$ cat config.mk
export PLATFORM = sky130hd
export DESIGN_NAME = syx_reg_arbiter
export DESIGN_NICKNAME = d
export VERILOG_FILES = /design/src/rtl/synth_reg_pkg.sv /design/src/rtl/syx_reg_arbiter_rr_pick3.sv /design/src/rtl/syx_reg_arbiter.sv
export SDC_FILE = /design/constraint.sdc
export NUM_CORES = 1
export LEC_CHECK = 0
export BUFFER_PORTS_ARGS = -buffer_cell sky130_fd_sc_hd__buf_2
export CAP_MARGIN = 20
export CORE_MARGIN = 1.5
export CORE_UTILIZATION = 50
export CTS_BUF_LIST = sky130_fd_sc_hd__clkbuf_8
export CTS_CLUSTER_DIAMETER = 200
export CTS_CLUSTER_SIZE = 40
export DETAILED_ROUTE_END_ITERATION = 7
export GPL_ROUTABILITY_DRIVEN = 0
export PLACE_DENSITY = 0.91
export SLEW_MARGIN = 20
export SYNTH_ARGS = -nofsm -noshare
export SYNTH_HDL_FRONTEND = slang
export SYNTH_HIERARCHICAL = 1
export SYNTH_SLANG_ARGS = --single-unit
$ cat constraint.sdc
create_clock -name reg_clk -period 4.6 [get_ports reg_clk]
set_clock_uncertainty 0.05 [all_clocks]
set_input_delay 0.92 -clock reg_clk [delete_from_list [all_inputs] [get_ports reg_clk]]
set_output_delay 0.92 -clock reg_clk [all_outputs]
set_load 0.05 [all_outputs]
$ cat src/rtl/synth_reg_pkg.sv
// Shared types and constants for the synth parameter register-file access path.
package synth_reg_pkg;

  localparam int NUM_REQ = 3;
  localparam int BANK_W  = 3;
  localparam int ADDR_W  = 7;
  localparam int DATA_W  = 8;

  localparam int REQ_LOAD = 0;
  localparam int REQ_DUMP = 1;
  localparam int REQ_CTRL = 2;

  typedef struct packed {
    logic              we;
    logic              lock;
    logic [BANK_W-1:0] bank;
    logic [ADDR_W-1:0] addr;
    logic [DATA_W-1:0] wdata;
  } reg_req_t;

  typedef enum logic [1:0] {
    IDLE,
    XFER,
    RDWAIT,
    RDDONE
  } arb_state_t;

  function automatic logic [1:0] onehot_idx(input logic [NUM_REQ-1:0] oh);
    logic [1:0] idx;
    case (oh)
      3'b010:  idx = 2'd1;
      3'b100:  idx = 2'd2;
      default: idx = 2'd0;
    endcase
    return idx;
  endfunction

  function automatic logic [1:0] next_ptr(input logic [1:0] i);
    return (i == 2'd2) ? 2'd0 : i + 2'd1;
  endfunction

endpackage

$ cat src/rtl/syx_reg_arbiter_rr_pick3.sv
// Combinational round-robin one-hot selector for three requesters, priority starting at ptr.
module rr_pick3
  import synth_reg_pkg::*;
(
  input  logic [NUM_REQ-1:0] req,
  input  logic [1:0]         ptr,
  output logic [NUM_REQ-1:0] win
);

  logic [2:0] sum;
  logic [1:0] idx;

  // Walk from the farthest offset back to ptr so the nearest pending requester wins.
  always_comb begin
    win = '0;
    sum = '0;
    idx = '0;
    for (int k = NUM_REQ - 1; k >= 0; k--) begin
      sum = {1'b0, ptr} + 3'(k);
      if (sum >= 3'(NUM_REQ)) begin
        sum = sum - 3'(NUM_REQ);
      end
      idx = sum[1:0];
      if (req[idx]) begin
        win = '0;
        win[idx] = 1'b1;
      end
    end
  end

endmodule

$ cat src/rtl/syx_reg_arbiter.sv
// Single-port register-file arbiter: round-robin between loader, dump reader and CC controller,
// with a bounded burst lock so a streaming patch load cannot starve the others.
module syx_reg_arbiter
  import synth_reg_pkg::*;
#(
  parameter int BURST_MAX = 16
) (
  input  logic                           reg_clk,
  input  logic                           reset_reg,
  input  logic [NUM_REQ-1:0]             req,
  input  logic [NUM_REQ-1:0]             we,
  input  logic [NUM_REQ-1:0]             lock,
  input  logic [NUM_REQ-1:0][BANK_W-1:0] bank,
  input  logic [NUM_REQ-1:0][ADDR_W-1:0] addr,
  input  logic [NUM_REQ-1:0][DATA_W-1:0] wdata,
  output logic [NUM_REQ-1:0]             gnt,
  output logic [NUM_REQ-1:0]             ack,
  output logic [DATA_W-1:0]              rdata,
  output logic [BANK_W-1:0]              rf_bank,
  output logic [ADDR_W-1:0]              rf_addr,
  output logic [DATA_W-1:0]              rf_wdata,
  output logic                           rf_we,
  output logic                           rf_re,
  input  logic [DATA_W-1:0]              rf_rdata,
  output logic                           busy
);

  localparam int CNT_W = $clog2(BURST_MAX + 1);

  arb_state_t state, state_nxt;

  logic [1:0]         owner;
  logic               owner_vld;
  logic [1:0]         ptr;
  logic [CNT_W-1:0]   burst_cnt;

  reg_req_t [NUM_REQ-1:0] reqs;
  reg_req_t               sel;
  logic                   own_lock;
  logic [NUM_REQ-1:0]     owner_oh;
  logic [NUM_REQ-1:0]     rr_win;
  logic [NUM_REQ-1:0]     win_oh;
  logic [1:0]             win_idx;
  logic                   others_pend;
  logic                   lock_hold;
  logic                   any_req;

  function automatic logic [CNT_W-1:0] burst_next(input logic [CNT_W-1:0] cnt, input logic lk);
    logic [CNT_W-1:0] nxt;
    if (!lk) begin
      nxt = '0;
    end else if (cnt == CNT_W'(BURST_MAX)) begin
      nxt = cnt;
    end else begin
      nxt = cnt + 1'b1;
    end
    return nxt;
  endfunction

  always_comb begin
    for (int i = 0; i < NUM_REQ; i++) begin
      reqs[i] = '{we: we[i], lock: lock[i], bank: bank[i], addr: addr[i], wdata: wdata[i]};
    end
  end

  rr_pick3 u_pick (
    .req (req),
    .ptr (ptr),
    .win (rr_win)
  );

  // Previous owner keeps the port while locked, unless it has used up its burst and someone waits.
  always_comb begin
    owner_oh        = '0;
    owner_oh[owner] = 1'b1;
    own_lock        = reqs[owner].lock;
    others_pend     = |(req & ~owner_oh);
    lock_hold       = owner_vld && req[owner] && own_lock &&
                      ((burst_cnt < CNT_W'(BURST_MAX)) || !others_pend);
    win_oh          = lock_hold ? owner_oh : rr_win;
    win_idx         = onehot_idx(win_oh);
    sel             = reqs[win_idx];
    any_req         = |req;
  end

  always_comb begin
    state_nxt = state;
    case (state)
      IDLE:    if (any_req) state_nxt = XFER;
      XFER:    state_nxt = rf_we ? IDLE : RDWAIT;
      RDWAIT:  state_nxt = RDDONE;
      RDDONE:  state_nxt = IDLE;
      default: state_nxt = IDLE;
    endcase
  end

  always_ff @(posedge reg_clk or posedge reset_reg) begin
    if (reset_reg) begin
      state <= IDLE;
    end else begin
      state <= state_nxt;
    end
  end

  always_ff @(posedge reg_clk or posedge reset_reg) begin
    if (reset_reg) begin
      owner     <= '0;
      owner_vld <= 1'b0;
      ptr       <= '0;
      burst_cnt <= '0;
      gnt       <= '0;
      ack       <= '0;
      rdata     <= '0;
      rf_bank   <= '0;
      rf_addr   <= '0;
      rf_wdata  <= '0;
      rf_we     <= 1'b0;
      rf_re     <= 1'b0;
    end else begin
      rf_we <= 1'b0;
      rf_re <= 1'b0;
      ack   <= '0;
      case (state)
        IDLE: begin
          if (any_req) begin
            gnt       <= win_oh;
            owner     <= win_idx;
            owner_vld <= 1'b1;
            ptr       <= next_ptr(win_idx);
            rf_bank   <= sel.bank;
            rf_addr   <= sel.addr;
            rf_wdata  <= sel.wdata;
            rf_we     <= sel.we;
            rf_re     <= ~sel.we;
            if (sel.we) begin
              ack <= win_oh;
            end
            if (!owner_vld || (win_idx != owner)) begin
              burst_cnt <= '0;
            end
          end
        end
        XFER: begin
          if (rf_we) begin
            gnt       <= '0;
            burst_cnt <= burst_next(burst_cnt, own_lock);
          end
        end
        // Register file returns data this cycle; ack goes out alongside the captured value.
        RDWAIT: begin
          rdata <= rf_rdata;
          ack   <= gnt;
        end
        RDDONE: begin
          gnt       <= '0;
          burst_cnt <= burst_next(burst_cnt, own_lock);
        end
        default: ;
      endcase
    end
  end

  assign busy = (state != IDLE);

endmodule
# Word-level counts from Yosys, hierarchy flattened
# Cells that the tools add are included.
[op_classes]
magnitude_cmp = 13
eq_ne = 11
addsub = 7
n_reduce_logical = 19
muxes = 48
bitwise_logic = 3
[ops]
columns = ["op", "n"]
rows = [
  ["20-bit binary-select mux with 2-bit select", 2],
  ["5-bit 2-to-1 mux", 5],
  ["3-bit 2-to-1 mux", 8],
  ["20-bit 2-to-1 mux", 1],
  ["19-bit 2-to-1 mux", 1],
  ["2-bit by 3-bit less-than comparator with 1-bit output, second input constant", 5],
  ["5-bit case mux with 3 select lines", 1],
  ["1-bit 2-to-1 mux", 12],
  ["2-bit 2-to-1 mux", 6],
  ["3-bit case mux with 3 select lines", 1],
  ["1-bit binary-select mux with 2-bit select", 4],
  ["1-bit demux with 2-bit select", 4],
  ["2-bit by 1-bit >= comparator with 1-bit output, second input constant", 4],
  ["2-bit case mux with 4 select lines", 1],
  ["1-bit logical AND", 7],
  ["2-bit == test, second input constant", 3],
  ["3-bit by 2-bit >= comparator with 1-bit output, second input constant", 2],
  ["2-bit inequality test, second input constant", 3],
  ["3-bit case mux with 2 select lines", 1],
  ["3-bit OR reduction", 2],
  ["2-bit subtractor, second input constant", 3],
  ["5-bit by 1-bit adder with 5-bit output, second input constant", 1],
  ["5-bit == test, second input constant", 1],
  ["5-bit less-than comparator, second input constant", 1],
  ["other kinds (20)", 22],
]
[totals]
out_inout_bits = 35
wordCells = 114
input_bits = 73
ff_bits = 46

# Depth between registers and ports, before layout
[depth]
depth_word = 18
mapped_depth = 14
mapped_depth_nobuf = 12

# Hierarchy
# Netlist, hierarchy kept.
[by_module_without_submodules]
columns = ["mod", "instances", "seq_area_each_um2", "area_each_um2", "cells_each"]
rows = [
  ["syx_reg_arbiter", 1, 1151.1, 2727.6, 282],
  ["rr_pick3", 1, 0.0, 235.2, 34],
]

# Worst setup path after synthesis
# Ideal clock, no wire load.
[synth_timing]
path_kind = "input -> register"
startpoint = "input port req[1]"
endpoint = "register burst_cnt[3]"
arrival_ps = 2808
setup_slack_ps = 1673
stages = 11
required_ps = 4481
path_cell_list = "nor2b_1 -> and2_1 -> o21ai_0 -> a31oi_1 -> clkbuf_1 -> xnor2_1 -> o21ai_0 -> a211o_1 -> o311ai_2 -> or4_1 -> nand3_1"
[synth_via]
elab_chain_len = 12
[synth_lines]
columns = ["item", "line_no", "rtl"]
rows = [
  ["from (decl)", "syx_reg_arbiter.sv:10", "input logic [NUM_REQ-1:0] req,"],
  ["1-bit binary-select mux with 2-bit select", "syx_reg_arbiter_rr_pick3.sv:24", "if (req[idx]) begin"],
  ["1-bit 2-to-1 mux (implied by the code)", "syx_reg_arbiter_rr_pick3.sv:24", ""],
  ["3-bit 2-to-1 mux (2 in series)", "syx_reg_arbiter_rr_pick3.sv:24", ""],
  ["3-bit 2-to-1 mux *", "syx_reg_arbiter_rr_pick3.sv:24", ""],
  ["net rr_win[2]", "syx_reg_arbiter.sv:41", "logic [NUM_REQ-1:0] rr_win;"],
  ["3-bit 2-to-1 mux *", "syx_reg_arbiter.sv:80", "win_oh = lock_hold ? owner_oh : rr_win;"],
  ["3-bit == test / 3-bit by 2-bit == test with 1-bit output (equally long branches)", "synth_reg_pkg.sv:30", "case (oh)"],
  ["2-bit case mux with 2 select lines *", "synth_reg_pkg.sv:30", ""],
  ["2-bit inequality test *", "syx_reg_arbiter.sv:138", "if (!owner_vld || (win_idx != owner)) begin"],
  ["1-bit logical OR *", "syx_reg_arbiter.sv:138", ""],
  ["2-bit inequality test (no source line) *", "n/a", ""],
  ["4-bit AND reduction (no source line) *", "n/a", ""],
  ["to (signal assigned)", "syx_reg_arbiter.sv:146", "burst_cnt <= burst_next(burst_cnt, own_lock);"],
  ["to (signal assigned)", "syx_reg_arbiter.sv:156", "burst_cnt <= burst_next(burst_cnt, own_lock);"],
  ["to (decl)", "syx_reg_arbiter.sv:35", "logic [CNT_W-1:0] burst_cnt;"],
]
# The timed path passes the listed nets; every way through them passes the cells marked *. The select of a mux whose other input is x is not followed.
# A chain may end at the register's enable or synchronous reset.

# Worst setup path in the final report
# Ends and elaborated chain as after synthesis.

==> metrics.yaml <==
p_leak_nw: 1.74
drtIter0Drc: 281
syn-num-nets: 395
route.met3.wl_um: 651
max_stage_delay_ns: 0.67
routedWlPerCell_um: 16.3
overflow: 0
ys_warn_count: 6
fin_area_um2: 3610
cts_buffers: 5
peakVddDrop_v: 0.000475
top_layer: "met4"
slew_viol_final: 0
synth_cell_type_count: 58
seqPwrFrac_pct: 21.9
status: "finished, final reports clean"
grt_usage_pct: 25.1
cp-end-kind: "flop"
tns_ns: 0
max_cap_viol_count: 0
final_common_cell: "buf_2"
wirelength_mm: 7.93
drc: 0
cp-start-kind: "primary input"
die_x_um: 80.0
io_pins: 108
avgSynthCellArea_um2: 9.38
grt_pass1_wl_mm: 12.6
postCtsResizedCells: 0
utilization_pct: 64.4
path_class: "in2reg"
synth_flop_cell: "dfrtp_1"
clk_latency_ns: 0.30
crit_slowest_cell: "a31oi_1"
rows: 27
cp.required_ns: 4.79
path_buf_inv: 1
grt_max_degree: 47
cts_tree: "done"
vias_per_cell: 6.18
drive_above_1_share_pct: 34.1
ys_ff_latch: 46
path_clk_slew_ns: 0.09
p_comb_share_pct: 69.3
finalCriticalPeriod_ns: 3.23
clockBufferDepth: 2
finalSetupViolations: 0
hold_buffers: 0
io_buffers: 107
crit_fanout: 10
layout.nets: 492
arrival_ns: 3.42
vias: 3004
diodes: 0
internal_power_mw: 1.50
die-height_um: 80.0
finalPower_mw: 3.35
post_dp_cell_area_um2: 3510
rsz0062_at_grt: "no"
start_util_pct: 52.8
period_share_pct: 70.1
power_density_nw_per_um2: 927
r2r_slack_ns: 1.41
yosysSeqAreaShare_pct: 38.9
cts-htree-levels: 2
detail-route-antenna-nets: 0
ys_async_sr_fraction_pct: 100
synth-edff-count: 0
cts_setup_buffers: 0
cpLargestDelayFamily: "compound AO/OA/AOI/OAI gates"
worstPathCellList: "buf_2, nor2b_1, and2_1, o21ai_0, a31oi_1, xnor2_1, o21ai_0, a211o_1, o311ai_2, or4_1, nand3_1"
cts-root-buf: "clkbuf_8"
core-area_um2: 5610
met2WireLength_mm: 3.97
tightest_slew_ns: 1.11
cpMostUsedCell: "o21ai_0"
grt_pass1_vias: 2742
synth_area_um2: 2960
finalHoldViolations: 0
slew-limit-headroom_pct: 26.0
firstDrtPassIters: 5
synth_cells: 316
p_switching_mw: 1.85
area_growth_pct: 21.9
p_clk_share_pct: 8.7
clock.fmax_mhz: 310
final_cell_mix: "buf_2, dfrtp_1, nand2_1"
antenna_found_initial: 0
met1Wirelength_mm: 3.15
min-delay-path-class: "reg2reg"
dieArea_um2: 6400
place_hpwl_mm: 5.75
switching_share_pct: 55.3
clock-sinks: 46
[stage by stage]
step / worst slack, ns / std cells / hold slack [ns]
after detailed placement: 1.11 / 478 / 0.429
after global placement: 1.17 / 478 / 0.416
after floorplan: 1.67 / 316 / 0.445
final: 1.37 / 486 / 0.444
after CTS: 1.42 / 486 / 0.449
after global routing: 1.06 / 486 / 0.466
[flip-flops by register name (all words and copies together), names as in the netlist, named ones only]
name	flops
rf_re	1
ptr	2
state	1
ack	3
gnt	3
rf_addr	7
burst_cnt	5
rf_bank	3
rf_we	1
rf_wdata	8
owner	2
owner_vld	1
rdata	8
[worst paths after layout]
path	endpoint	cells after the start	from
worst min register to register	rf_bank[2]	1	rf_bank[2]
worst min-delay path	rf_bank[2]	1	rf_bank[2]
min in group asynchronous	rdata[7]	2	reset_reg
max in group asynchronous	ptr[1]	2	reset_reg
worst max register to register	burst_cnt[3]	12	ptr[1]
worst max-delay path	burst_cnt[3]	11	req[1]
[power groups by stage]
| stage | sequential, mW | combinational, mW | clock, mW |
|---|---|---|---|
| after floorplan | 1.16 | 1.39 | 0 |
| after global placement | 0.723 | 2.22 | 0 |
| after detailed placement | 0.737 | 2.29 | 0 |
| after CTS | 0.731 | 2.30 | 0.293 |
| after global routing | 0.759 | 2.49 | 0.313 |
| final | 0.734 | 2.32 | 0.293 |
[routing by layer]
metal,global-route usage (%),vias to the layer above
li1,-,1380
met1,32.3,1428
met2,40.8,176
met3,5.03,20
met4,11.0,0
met5,0,-
[worst reg2reg max path: cells and delay by family (launching register included)]
| family | cells | cell delay, ns |
|---|---|---|
| compound gates | 5 | 1.31 |
| simple gates | 3 | 0.64 |
| flops | 1 | 0.41 |
| fa+ha+maj | 1 | 0.25 |
| mux | 1 | 0.22 |
| xor+xnor | 1 | 0.16 |
| buf+inv | 1 | 0.09 |
[cell type report]
cell class	count	area, µm²
tap	72	90.1
fill	458	2000
inverter	10	37.5
timing repair buffer	109	551
multi-input combinational	241	1680
sequential	46	1150
clock inverter	3	37.5
clock buffer	5	68.8
[cell usage after synthesis (2+ instances only)]
library cell	instances	area (µm²)
dfrtp_1	46	1150
nand2_1	33	124
nor2_1	24	90.1
o21ai_0	24	120
a21oi_1	19	95.1
a32o_1	12	120
a211o_1	11	96.3
mux2_2	11	124
clkbuf_1	10	37.5
inv_1	10	37.5
o21ai_1	10	50.1
mux2i_1	8	80.1
nand3_1	8	40.0
buf_2	6	30.0
ha_1	6	75.1
a221oi_1	5	43.8
nand2b_1	5	31.3
a22oi_1	4	30.0
o211ai_1	4	30.0
a21o_1	3	22.5
a22o_1	3	26.3
a31oi_1	3	18.8
and2_1	3	18.8
nor2b_1	3	18.8
o21a_1	3	22.5
buf_6	2	22.5
nand3b_1	2	15.0
nand4_1	2	12.5
nor3_1	2	10.0
nor4_4	2	42.5
nor4bb_1	2	20.0
o221ai_1	2	17.5
o31a_1	2	17.5
or2_2	2	12.5
[kinds of logic (layout without fill, tap and decap cells)]
group / Yosys count / in the layout / share of synthesized area [%]
XOR/XNOR: 1 / 1 / 0.296
multiplexers: 21 / 21 / 8.11
AND/OR/NAND/NOR: 95 / 95 / 17.1
adder cells (fa/ha/maj): 6 / 6 / 2.53
buffers and inverters: 29 / 127 / 4.56
flip-flops: 46 / 46 / 38.9
AO/OA/AOI/OAI: 118 / 118 / 28.5
No activity file was read; power rests on OpenSTA's default activity.
